**src/rtl/segarb_pkg.sv**
```systemverilog
// ---------------------------------------------------------------------------
// segarb_pkg
// Shared constants, the arbiter state type and the score-view helper for
// seg_display_arbiter and its BCD converter.
//
// Build option: SEGARB_LZB_EN (define for leading-zero blanking of the
// score digits; undefined shows all five digits including leading zeros).
// ---------------------------------------------------------------------------
package segarb_pkg;

    localparam logic [4:0]  DIG_BLANK    = 5'h1F;

    localparam logic [1:0]  SRC_SCORE    = 2'd0;
    localparam logic [1:0]  SRC_MSG      = 2'd1;
    localparam logic [1:0]  SRC_DEBUG    = 2'd2;

    localparam int unsigned SIM_MSG_HOLD = 16;

    typedef enum logic [1:0] {
        ST_SCORE = 2'd0,
        ST_MSG   = 2'd1,
        ST_DEBUG = 2'd2
    } state_e;

    // Packs the five BCD score digits into d0..d4 (d0 in bits [4:0]);
    // d5..d7 are always blank.
    function automatic logic [39:0] score_view(input logic [19:0] bcd);
        logic [39:0] v;
`ifdef SEGARB_LZB_EN
        logic        seen;
`endif
        v = {8{DIG_BLANK}};
`ifdef SEGARB_LZB_EN
        // Scan from the most significant digit; ones digit always shown.
        seen = 1'b0;
        for (int unsigned k = 0; k < 5; k++) begin
            if (bcd[(4 - k) * 4 +: 4] != 4'd0 || k == 4)
                seen = 1'b1;
            if (seen)
                v[(4 - k) * 5 +: 5] = {1'b0, bcd[(4 - k) * 4 +: 4]};
        end
`else
        for (int unsigned k = 0; k < 5; k++)
            v[k * 5 +: 5] = {1'b0, bcd[k * 4 +: 4]};
`endif
        return v;
    endfunction

endpackage

```
**src/rtl/seg_display_arbiter_bin2bcd_seq.sv**
```systemverilog
// ---------------------------------------------------------------------------
// bin2bcd_seq
// Sequential double-dabble: 16-bit binary to five BCD digits.
//   clk, reset : clock, synchronous active-high reset
//   start      : sample bin and begin a conversion (ignored while busy)
//   bin        : binary input
//   busy       : conversion in progress (iterations plus commit cycle)
//   done       : high in the cycle whose closing edge commits bcd
//   bcd        : last committed result, digit 0 in [3:0]
// Timing: start at edge N, iterations at N+1..N+16, bcd updated at N+17.
// ---------------------------------------------------------------------------
module bin2bcd_seq (
    input  logic        clk,
    input  logic        reset,
    input  logic        start,
    input  logic [15:0] bin,
    output logic        busy,
    output logic        done,
    output logic [19:0] bcd
);

    logic        busy_q;
    logic [4:0]  cnt_q;
    logic [15:0] sh_q;
    logic [19:0] work_q;
    logic [19:0] work_d;
    logic [19:0] bcd_q;
    logic [19:0] adj;

    // One double-dabble step: add 3 to every digit >= 5, then shift in the
    // next binary bit.
    always_comb begin
        adj = work_q;
        for (int unsigned i = 0; i < 5; i++) begin
            if (work_q[i * 4 +: 4] >= 4'd5)
                adj[i * 4 +: 4] = work_q[i * 4 +: 4] + 4'd3;
        end
        work_d = {adj[18:0], sh_q[15]};
    end

    always_ff @(posedge clk) begin
        if (reset) begin
            busy_q <= 1'b0;
            cnt_q  <= '0;
            sh_q   <= '0;
            work_q <= '0;
            bcd_q  <= '0;
        end else if (!busy_q) begin
            if (start) begin
                busy_q <= 1'b1;
                cnt_q  <= 5'd16;
                sh_q   <= bin;
                work_q <= '0;
            end
        end else if (cnt_q != 5'd0) begin
            work_q <= work_d;
            sh_q   <= {sh_q[14:0], 1'b0};
            cnt_q  <= cnt_q - 5'd1;
        end else begin
            bcd_q  <= work_q;
            busy_q <= 1'b0;
        end
    end

    assign busy = busy_q;
    assign done = busy_q && (cnt_q == 5'd0);
    assign bcd  = bcd_q;

endmodule

```
**src/rtl/seg_display_arbiter.sv**
```systemverilog
// ---------------------------------------------------------------------------
// seg_display_arbiter
// Time-shares the 8-digit seven-segment display between the score
// (background), timed one-shot messages and a debug override
// (priority debug > message > score).
//   clk, reset        : clock, synchronous active-high reset
//   score             : binary score, converted to BCD in the background
//   msg_req/msg_ack   : level request / one-cycle latch acknowledge
//   msg_digits/msg_dp : message digit codes ([4:0] = digit 0) and points
//   msg_busy          : a message is latched (showing or paused)
//   dbg_en/dbg_digits : debug override and its digit codes
//   d0..d7, dp        : registered digit codes and decimal points
//   src               : current source (0 score, 1 message, 2 debug)
// Parameters: SIMULATE (1 forces a 16-cycle hold), MSG_HOLD (hold cycles).
// Build option: SEGARB_LZB_EN enables leading-zero blanking of the score.
// ---------------------------------------------------------------------------
module seg_display_arbiter
    import segarb_pkg::*;
#(
    parameter int          SIMULATE = 0,
    parameter int unsigned MSG_HOLD = 100_000_000
) (
    input  logic        clk,
    input  logic        reset,
    input  logic [15:0] score,
    input  logic        msg_req,
    input  logic [39:0] msg_digits,
    input  logic [7:0]  msg_dp,
    output logic        msg_ack,
    output logic        msg_busy,
    input  logic        dbg_en,
    input  logic [39:0] dbg_digits,
    output logic [4:0]  d0,
    output logic [4:0]  d1,
    output logic [4:0]  d2,
    output logic [4:0]  d3,
    output logic [4:0]  d4,
    output logic [4:0]  d5,
    output logic [4:0]  d6,
    output logic [4:0]  d7,
    output logic [7:0]  dp,
    output logic [1:0]  src
);

    localparam int unsigned HOLD      = (SIMULATE != 0) ? SIM_MSG_HOLD : MSG_HOLD;
    localparam logic [31:0] HOLD_LOAD = 32'(HOLD - 1);

    // Converter interface
    logic        conv_busy;
    logic        conv_done;
    logic        conv_start;
    logic [19:0] conv_bcd;
    logic [15:0] sample_q;
    logic [15:0] last_q;
    logic [39:0] score_disp;

    // Arbiter state
    state_e      state_q;
    logic        busy_q;
    logic        ack_pend_q;
    logic [31:0] hold_q;
    logic [39:0] mdig_q;
    logic [7:0]  mdp_q;

    // Output registers
    logic [39:0] disp_q;
    logic [7:0]  dp_q;
    logic [1:0]  src_q;
    logic        ack_q;
    logic        busyo_q;

    assign conv_start = !conv_busy && (score != last_q);

    bin2bcd_seq u_bin2bcd (
        .clk   (clk),
        .reset (reset),
        .start (conv_start),
        .bin   (score),
        .busy  (conv_busy),
        .done  (conv_done),
        .bcd   (conv_bcd)
    );

    // last_q only advances on commit so an unchanged score is never
    // reconverted, and a change during a conversion is picked up once idle.
    always_ff @(posedge clk) begin
        if (reset) begin
            sample_q <= '0;
            last_q   <= '0;
        end else begin
            if (conv_start)
                sample_q <= score;
            if (conv_done)
                last_q <= sample_q;
        end
    end

    always_comb begin
        score_disp = score_view(conv_bcd);
    end

    // Output registers are loaded from the pre-edge state, so every source
    // change becomes visible one edge after the state register moves.
    always_ff @(posedge clk) begin
        if (reset) begin
            state_q    <= ST_SCORE;
            busy_q     <= 1'b0;
            ack_pend_q <= 1'b0;
            hold_q     <= '0;
            mdig_q     <= '0;
            mdp_q      <= '0;
            disp_q     <= score_view(20'h0);
            dp_q       <= '0;
            src_q      <= SRC_SCORE;
            ack_q      <= 1'b0;
            busyo_q    <= 1'b0;
        end else begin
            ack_pend_q <= 1'b0;
            if (dbg_en) begin
                // The cycle spent in MSG before the switch still counts; a
                // message on its last cycle is finished rather than paused.
                if (state_q == ST_MSG) begin
                    if (hold_q == '0)
                        busy_q <= 1'b0;
                    else
                        hold_q <= hold_q - 32'd1;
                end
                state_q <= ST_DEBUG;
            end else if (busy_q) begin
                if (state_q != ST_MSG) begin
                    state_q <= ST_MSG;
                end else if (hold_q == '0) begin
                    busy_q  <= 1'b0;
                    state_q <= ST_SCORE;
                end else begin
                    hold_q  <= hold_q - 32'd1;
                end
            end else if (msg_req) begin
                mdig_q     <= msg_digits;
                mdp_q      <= msg_dp;
                hold_q     <= HOLD_LOAD;
                busy_q     <= 1'b1;
                ack_pend_q <= 1'b1;
                state_q    <= ST_MSG;
            end else begin
                state_q <= ST_SCORE;
            end

            ack_q   <= ack_pend_q;
            busyo_q <= busy_q;
            case (state_q)
                ST_MSG: begin
                    src_q  <= SRC_MSG;
                    disp_q <= mdig_q;
                    dp_q   <= mdp_q;
                end
                ST_DEBUG: begin
                    src_q  <= SRC_DEBUG;
                    disp_q <= dbg_digits;
                    dp_q   <= '0;
                end
                default: begin
                    src_q  <= SRC_SCORE;
                    disp_q <= score_disp;
                    dp_q   <= '0;
                end
            endcase
        end
    end

    assign d0       = disp_q[4:0];
    assign d1       = disp_q[9:5];
    assign d2       = disp_q[14:10];
    assign d3       = disp_q[19:15];
    assign d4       = disp_q[24:20];
    assign d5       = disp_q[29:25];
    assign d6       = disp_q[34:30];
    assign d7       = disp_q[39:35];
    assign dp       = dp_q;
    assign src      = src_q;
    assign msg_ack  = ack_q;
    assign msg_busy = busyo_q;

endmodule

```
**config.mk**
```make
export PLATFORM = sky130hd
export DESIGN_NAME = seg_display_arbiter
export DESIGN_NICKNAME = d
export VERILOG_FILES = /design/src/rtl/segarb_pkg.sv /design/src/rtl/seg_display_arbiter_bin2bcd_seq.sv /design/src/rtl/seg_display_arbiter.sv
export SDC_FILE = /design/constraint.sdc
export NUM_CORES = 1
export LEC_CHECK = 0
export CAP_MARGIN = 30
export CELL_PAD_IN_SITES_DETAIL_PLACEMENT = 0
export CELL_PAD_IN_SITES_GLOBAL_PLACEMENT = 1
export CORE_AREA = 2 2 167 169
export DETAILED_ROUTE_END_ITERATION = 8
export DIE_AREA = 0 0 169 171
export GPL_TIMING_DRIVEN = 0
export PLACE_DENSITY = 0.74
export SLEW_MARGIN = 20
export SYNTH_ARGS = -nofsm -noshare
export SYNTH_HDL_FRONTEND = slang
export SYNTH_SLANG_ARGS = --single-unit
```
**constraint.sdc**
```tcl
create_clock -name clk -period 2.1 [get_ports clk]
set_input_delay 0.42 -clock clk [delete_from_list [all_inputs] [get_ports clk]]
set_output_delay 0.42 -clock clk [all_outputs]
set_load 0.01 [all_outputs]
```
Yosys cells after proc, flatten, opt, wreduce, memory -nomap -nowiden
Cells that the tools add are included.

Output and inout port bits: 52. Memories: 0. Register bits after elaboration: 230. RAM bits: 0. Latch bits: 0. ROM bits: 0.

Bitwise logic cells: 4. Reductions and logical operators: 16. Mux-type cells: 37. $add $sub $neg: 7. Magnitude comparators: 5. Shifts and indexed selects: 0. $mul: 0. Equal/unequal tests: 10. Divide/modulo/power cells: 0.

Operators with widths (count): 32-bit two-way mux (6); 40-bit case mux with 2 select lines (1); 20-bit two-way mux (3); 16-bit two-way mux (3); 32-bit logical NOT (1); 32-bit by 1-bit subtractor with 32-bit output (second input constant) (1); 4-bit by 3-bit greater-or-equal comparator with 1-bit output (second input constant) (5); 4-bit by 2-bit adder with 4-bit output (second input constant) (4); 4-bit two-way mux (4); 16-bit inequality test (1); 5-bit two-way mux (3); 1-bit two-way mux (11); 2-bit two-way mux (4); 2-bit by 1-bit inequality test with 1-bit output (second input constant) (3); 2-bit AND reduction (3); 3-bit AND reduction (2); 5-bit logical NOT (1); 5-bit nonzero test (1); 5-bit by 1-bit subtractor with 5-bit output (second input constant) (1); 4-bit by 2-bit inequality test with 1-bit output (second input constant) (1); 1-bit NOT (4); 2-bit case mux with 2 select lines (1); 2-bit OR reduction (2); 3-bit by 2-bit adder with 3-bit output (second input constant) (1); 11 further kinds (12).

Longest topological paths before layout
Depth in word-level cells: 5. Mapped depth: 10.

Cells and area by module
A second synthesis with hierarchy kept.

Cell total of the unflattened synthesis: 1100. Area, all modules: 9529.1 um^2.

By module, submodules not included: seg_display_arbiter (area each 6718.9 um^2, cells each 766, times used 1, sequential area each 3363.2 um^2); bin2bcd_seq (area each 2810.2 um^2, cells each 334, times used 1, sequential area each 1241.2 um^2).

Worst setup path before layout
No wires, ideal clock.

Path type: reg2reg. Start: register hold_q[0]. End: register hold_q[19]. Setup time: 0.123 ns. Setup slack: -0.174 ns. Path buffers: 1. Stages on the path, launching flop included: 9. Required time: 1.977 ns. Data arrival time: 2.151 ns. Cells stage by stage: dfxtp_1 -> inv_1 -> ha_1 -> or4b_1 -> or3_4 -> o31ai_1 -> buf_2 -> nor4_1 -> mux2_1.

Cells in the longest elaborated chain, start to end: 5. Elaborated cells on any way between the ends: 7.

Ends and longest elaborated chain: from (decl) (line seg_display_arbiter.sv:61) `logic [31:0] hold_q;`; from (signal assigned) (line seg_display_arbiter.sv:126) `hold_q <= hold_q - 32'd1;`; from (signal assigned) (line seg_display_arbiter.sv:136) `hold_q <= hold_q - 32'd1;`; 32-bit by 1-bit subtractor with 32-bit output or 32-bit logical NOT (tied branches); 32-bit two-way mux * (line seg_display_arbiter.sv:123, seg_display_arbiter.sv:132); 32-bit two-way mux (line seg_display_arbiter.sv:130) `if (state_q != ST_MSG) begin`; 32-bit two-way mux (line seg_display_arbiter.sv:129) `end else if (busy_q) begin`; 32-bit two-way mux * (line seg_display_arbiter.sv:119) `if (dbg_en) begin`.

Mark *: on every way between the ends. The rest lies on a longest branch, timed or not. The select of a mux whose other input is x is not followed. A chain may end at the register's enable or synchronous reset.

Worst setup path in the final report
Start: register hold_q[0]. End: register hold_q[7].

Same word-level chain as after synthesis.

==> impl_metrics.toml <==
[outcome]
status = "finished, violations left"
violations = "negative setup slack"

[grt]
grt_start_max_net_pins = 14
antenna_found_initial = 1
grtUsageTotal_pct = 20.5
overflow = 0
grt_first_pass_wirelength_mm = 47.1
grt_pass1_vias = 8383

[worst_setup_path]
critical_path.top_delay_family = "simple AND/OR/NAND/NOR gates"
cp_max_fo = 5
crit_path_top_delay_cell = "or4b_4"
critPathMaxStageDelay_ns = 0.47
cp-end-kind = "flop"
path_cells = "inv_4, ha_4, or4b_4, or3_4, o31ai_4, buf_6, buf_12, o21a_1, o32ai_1"
cp_num_buf_inv = 3
arrival_ns = 2.81
critPathLaunchType = "flop"
required_ns = 2.51
critPathKind = "flop to flop"

[clock_network]
h-tree-depth = 1
clkTransAtPathRegs_ns = 0.06
cts_num_sinks = 230
worstSkewPairLatency_ns = 0.54
clockBufferDepth = 3
cts_buffers = 26
cts_hold_buf = 0
cts-root-buf = "clkbuf_16"
cts_tree = "built"

[layout]
area_delta_synth_final_pct = 37.7
layout-drive-gt1-share_pct = 15.2
final_core_util_pct = 48.5
num-nets-final = 1452

[floorplan]
fp.coreArea_um2 = 27300
rows = 61
die_h_um = 171
dieArea_um2 = 28900
ios = 160
initial_core_util_pct = 35.2
dieWidth_um = 169

[power]
power.leakage_nw = 4.76
power_mw = 11.4
power_density_nw_per_um2 = 858
peakVddDrop_mv = 0.539

[logic_synthesis]
synth-edff-count = 0
synth.distinct_cells = 56
netlist_instances = 1115
synth_sequential_area_ratio_pct = 47.9
synth_nets = 1240
synth-main-ff-cell = "dfxtp_1"
netlist_area_um2 = 9620
syn_avg_cell_area_um2 = 8.63
synthArstFlopShare_pct = 0
ys_ff_latch = 230
ys_warn_count = 0

[detailed_routing]
ant_nets = 0
finalWirelength_mm = 30.8
post_drt_via_cell_ratio = 5.20
first_pass_iters = 6
wl_per_cell_um = 18.2
drc = 0
drt_iter0_markers = 488
vias = 8793

[timing]
finalHoldViolCount = 0
finalCriticalPeriod_ns = 2.40
worstMarginPinSlew_ns = 0.855
max_freq_mhz = 417
slew_headroom_pct = 42.8
finalCritPeriodShare_pct = 114
setup_ws_ns = -0.297
rsz0062_at_grt = "yes"
drv_slew = 0
fin_skew_ns = 0.0242
setup_viol = 33

[job]
drv_cap = 0

[worst_hold_path]
hold_class = "primary input to flop"

[placement]
dp_hpwl_mm = 21.9
gp_congestion = 0.816
io_buffer_count = 159
## cell families after synthesis
kind of cell | after synthesis | synth area share (%)
AO/OA/AOI/OAI | 292 | 19.8
XOR/XNOR | 25 | 2.28
multiplexers | 33 | 3.67
flip-flops | 230 | 47.9
adder cells (fa/ha/maj) | 17 | 2.21
buffers and inverters | 119 | 4.88
AND/OR/NAND/NOR | 399 | 19.4
## report_power, final
part	total [mW]	internal, mW	switching [mW]
clock network	4.72	2.88	1.84
registers	4.76	4.61	0.155
logic	1.89	0.800	1.09
total	11.4	8.28	3.08
## worst register-to-register path, delay by kind of cell, from the launching register on
kind                       cells  cell delay (ns)
and+or+nand+nor                2             0.92
AOI/OAI and AO/OA              3             0.50
buffers and inverters          3             0.38
DFF                            1             0.35
adders and majority gates      1             0.12
## cells in the final DEF (no fill, tap or decap), types with 6 or more instances in the layout
master | netlist | layout
nand3_1 | 9 | 7
xor2_1 | 20 | 18
clkbuf_2 | 0 | 24
buf_1 | 15 | 8
dfxtp_2 | 0 | 6
nor4_1 | 17 | 10
or4_4 | 1 | 8
clkdlybuf4s50_1 | 0 | 157
ha_1 | 17 | 16
or4_1 | 19 | 12
o31ai_1 | 15 | 11
o32ai_1 | 13 | 13
a221o_1 | 15 | 15
a31oi_1 | 18 | 18
a211oi_1 | 33 | 30
or3_1 | 27 | 24
nor3_1 | 13 | 8
a21oi_1 | 127 | 120
o21ai_0 | 15 | 9
and2_1 | 11 | 11
mux2i_1 | 15 | 15
nand2_1 | 181 | 181
dfxtp_1 | 230 | 222
or2_2 | 6 | 6
clkbuf_8 | 0 | 8
a311oi_1 | 8 | 6
a22oi_1 | 25 | 23
nand2b_1 | 11 | 11
clkbuf_16 | 0 | 26
nor2_1 | 83 | 79
a21oi_2 | 0 | 7
inv_1 | 39 | 37
clkbuf_1 | 60 | 35
buf_4 | 0 | 23
buf_6 | 1 | 7
mux2_2 | 17 | 17
## synth_stat cells, drive strengths merged, types with 7 or more instances
library cell / number / area [um^2]
nor3: 13 / 65.1
a22oi: 25 / 188
nand2b: 11 / 68.8
ha: 17 / 213
a31oi: 18 / 113
inv: 39 / 146
or4: 20 / 154
clkbuf: 60 / 225
nand2: 181 / 679
xor2: 20 / 175
o32ai: 13 / 114
dfxtp: 230 / 4600
o21ai: 16 / 80.1
a311oi: 8 / 70.1
a211oi: 33 / 248
nor4: 17 / 106
o31ai: 16 / 134
and2: 11 / 68.8
a21oi: 127 / 636
nand3: 9 / 45.0
buf: 20 / 97.6
a221o: 15 / 150
mux2: 18 / 203
mux2i: 15 / 150
or3: 29 / 191
or2: 7 / 43.8
nor2: 84 / 318
## flip-flops by register name, summed over array words and instances (netlist names)
register and flops:
u_bin2bcd.cnt_q 5, state_q 2, u_bin2bcd.busy 1, sample_q 16
busy_q 1, src 2, mdig_q 40, u_bin2bcd.bcd 20
msg_busy 1, ack_pend_q 1, mdp_q 8, hold_q 32
last_q 16, dp 8, u_bin2bcd.work_q 20, u_bin2bcd.sh_q 16
disp_q 40, msg_ack 1
## metrics by stage
step                instances  setup TNS, ns  setup WS (ns)  hold WS [ns]  instance area (um^2)
floorplan                1115         -0.321        -0.0769         0.414                  9670
global placement         1620        -153.55          -1.28         0.436                 11700
detailed placement       1620        -159.29          -1.33         0.438                 11700
CTS                      1686          -7.36         -0.318         0.411                 13000
global route             1691         -10.54         -0.373         0.353                 13200
finish                   1691          -7.58         -0.297         0.315                 13200
## per-layer routing
layer | global-route usage (%) | wire length [um] | vias to the layer above
li1 | - | - | 4370
met5 | 0 | 0 | -
met2 | 34.0 | 14300 | 211
met3 | 2.87 | 1600 | 33
met4 | 4.20 | 472 | 0
met1 | 28.7 | 14500 | 4179
## area by class of cell
class	count	area, um^2
plain buffers	78	390
inverters	39	151
well taps	346	433
multi-input cells	766	4910
repair buffers	186	1850
clock buffers	36	758
flip-flops and latches	230	4620
fillers	2644	14100
clock inverters	9	134
diodes	1	2.50
## worst paths after layout
path | startpoint | to | slack (ns) | cells after the start
max | hold_q[0] | hold_q[7] | -0.30 | 9
min | score[8] | sample_q[8] | 0.31 | 3
max reg2reg | hold_q[0] | hold_q[7] | -0.30 | 9
min reg2reg | sample_q[1] | last_q[1] | 0.44 | 2
## repair_timing
item / 4_1_cts / 5_1_grt
setup buffers: 21 / 5
resized for setup: 56 / 89
endpoints found under the hold margin: 0 / 0
cloned: 2 / 0
endpoints found under the setup margin: 181 / 128
pin swaps: 10 / 36
No activity file was read; power rests on OpenSTA's default activity.
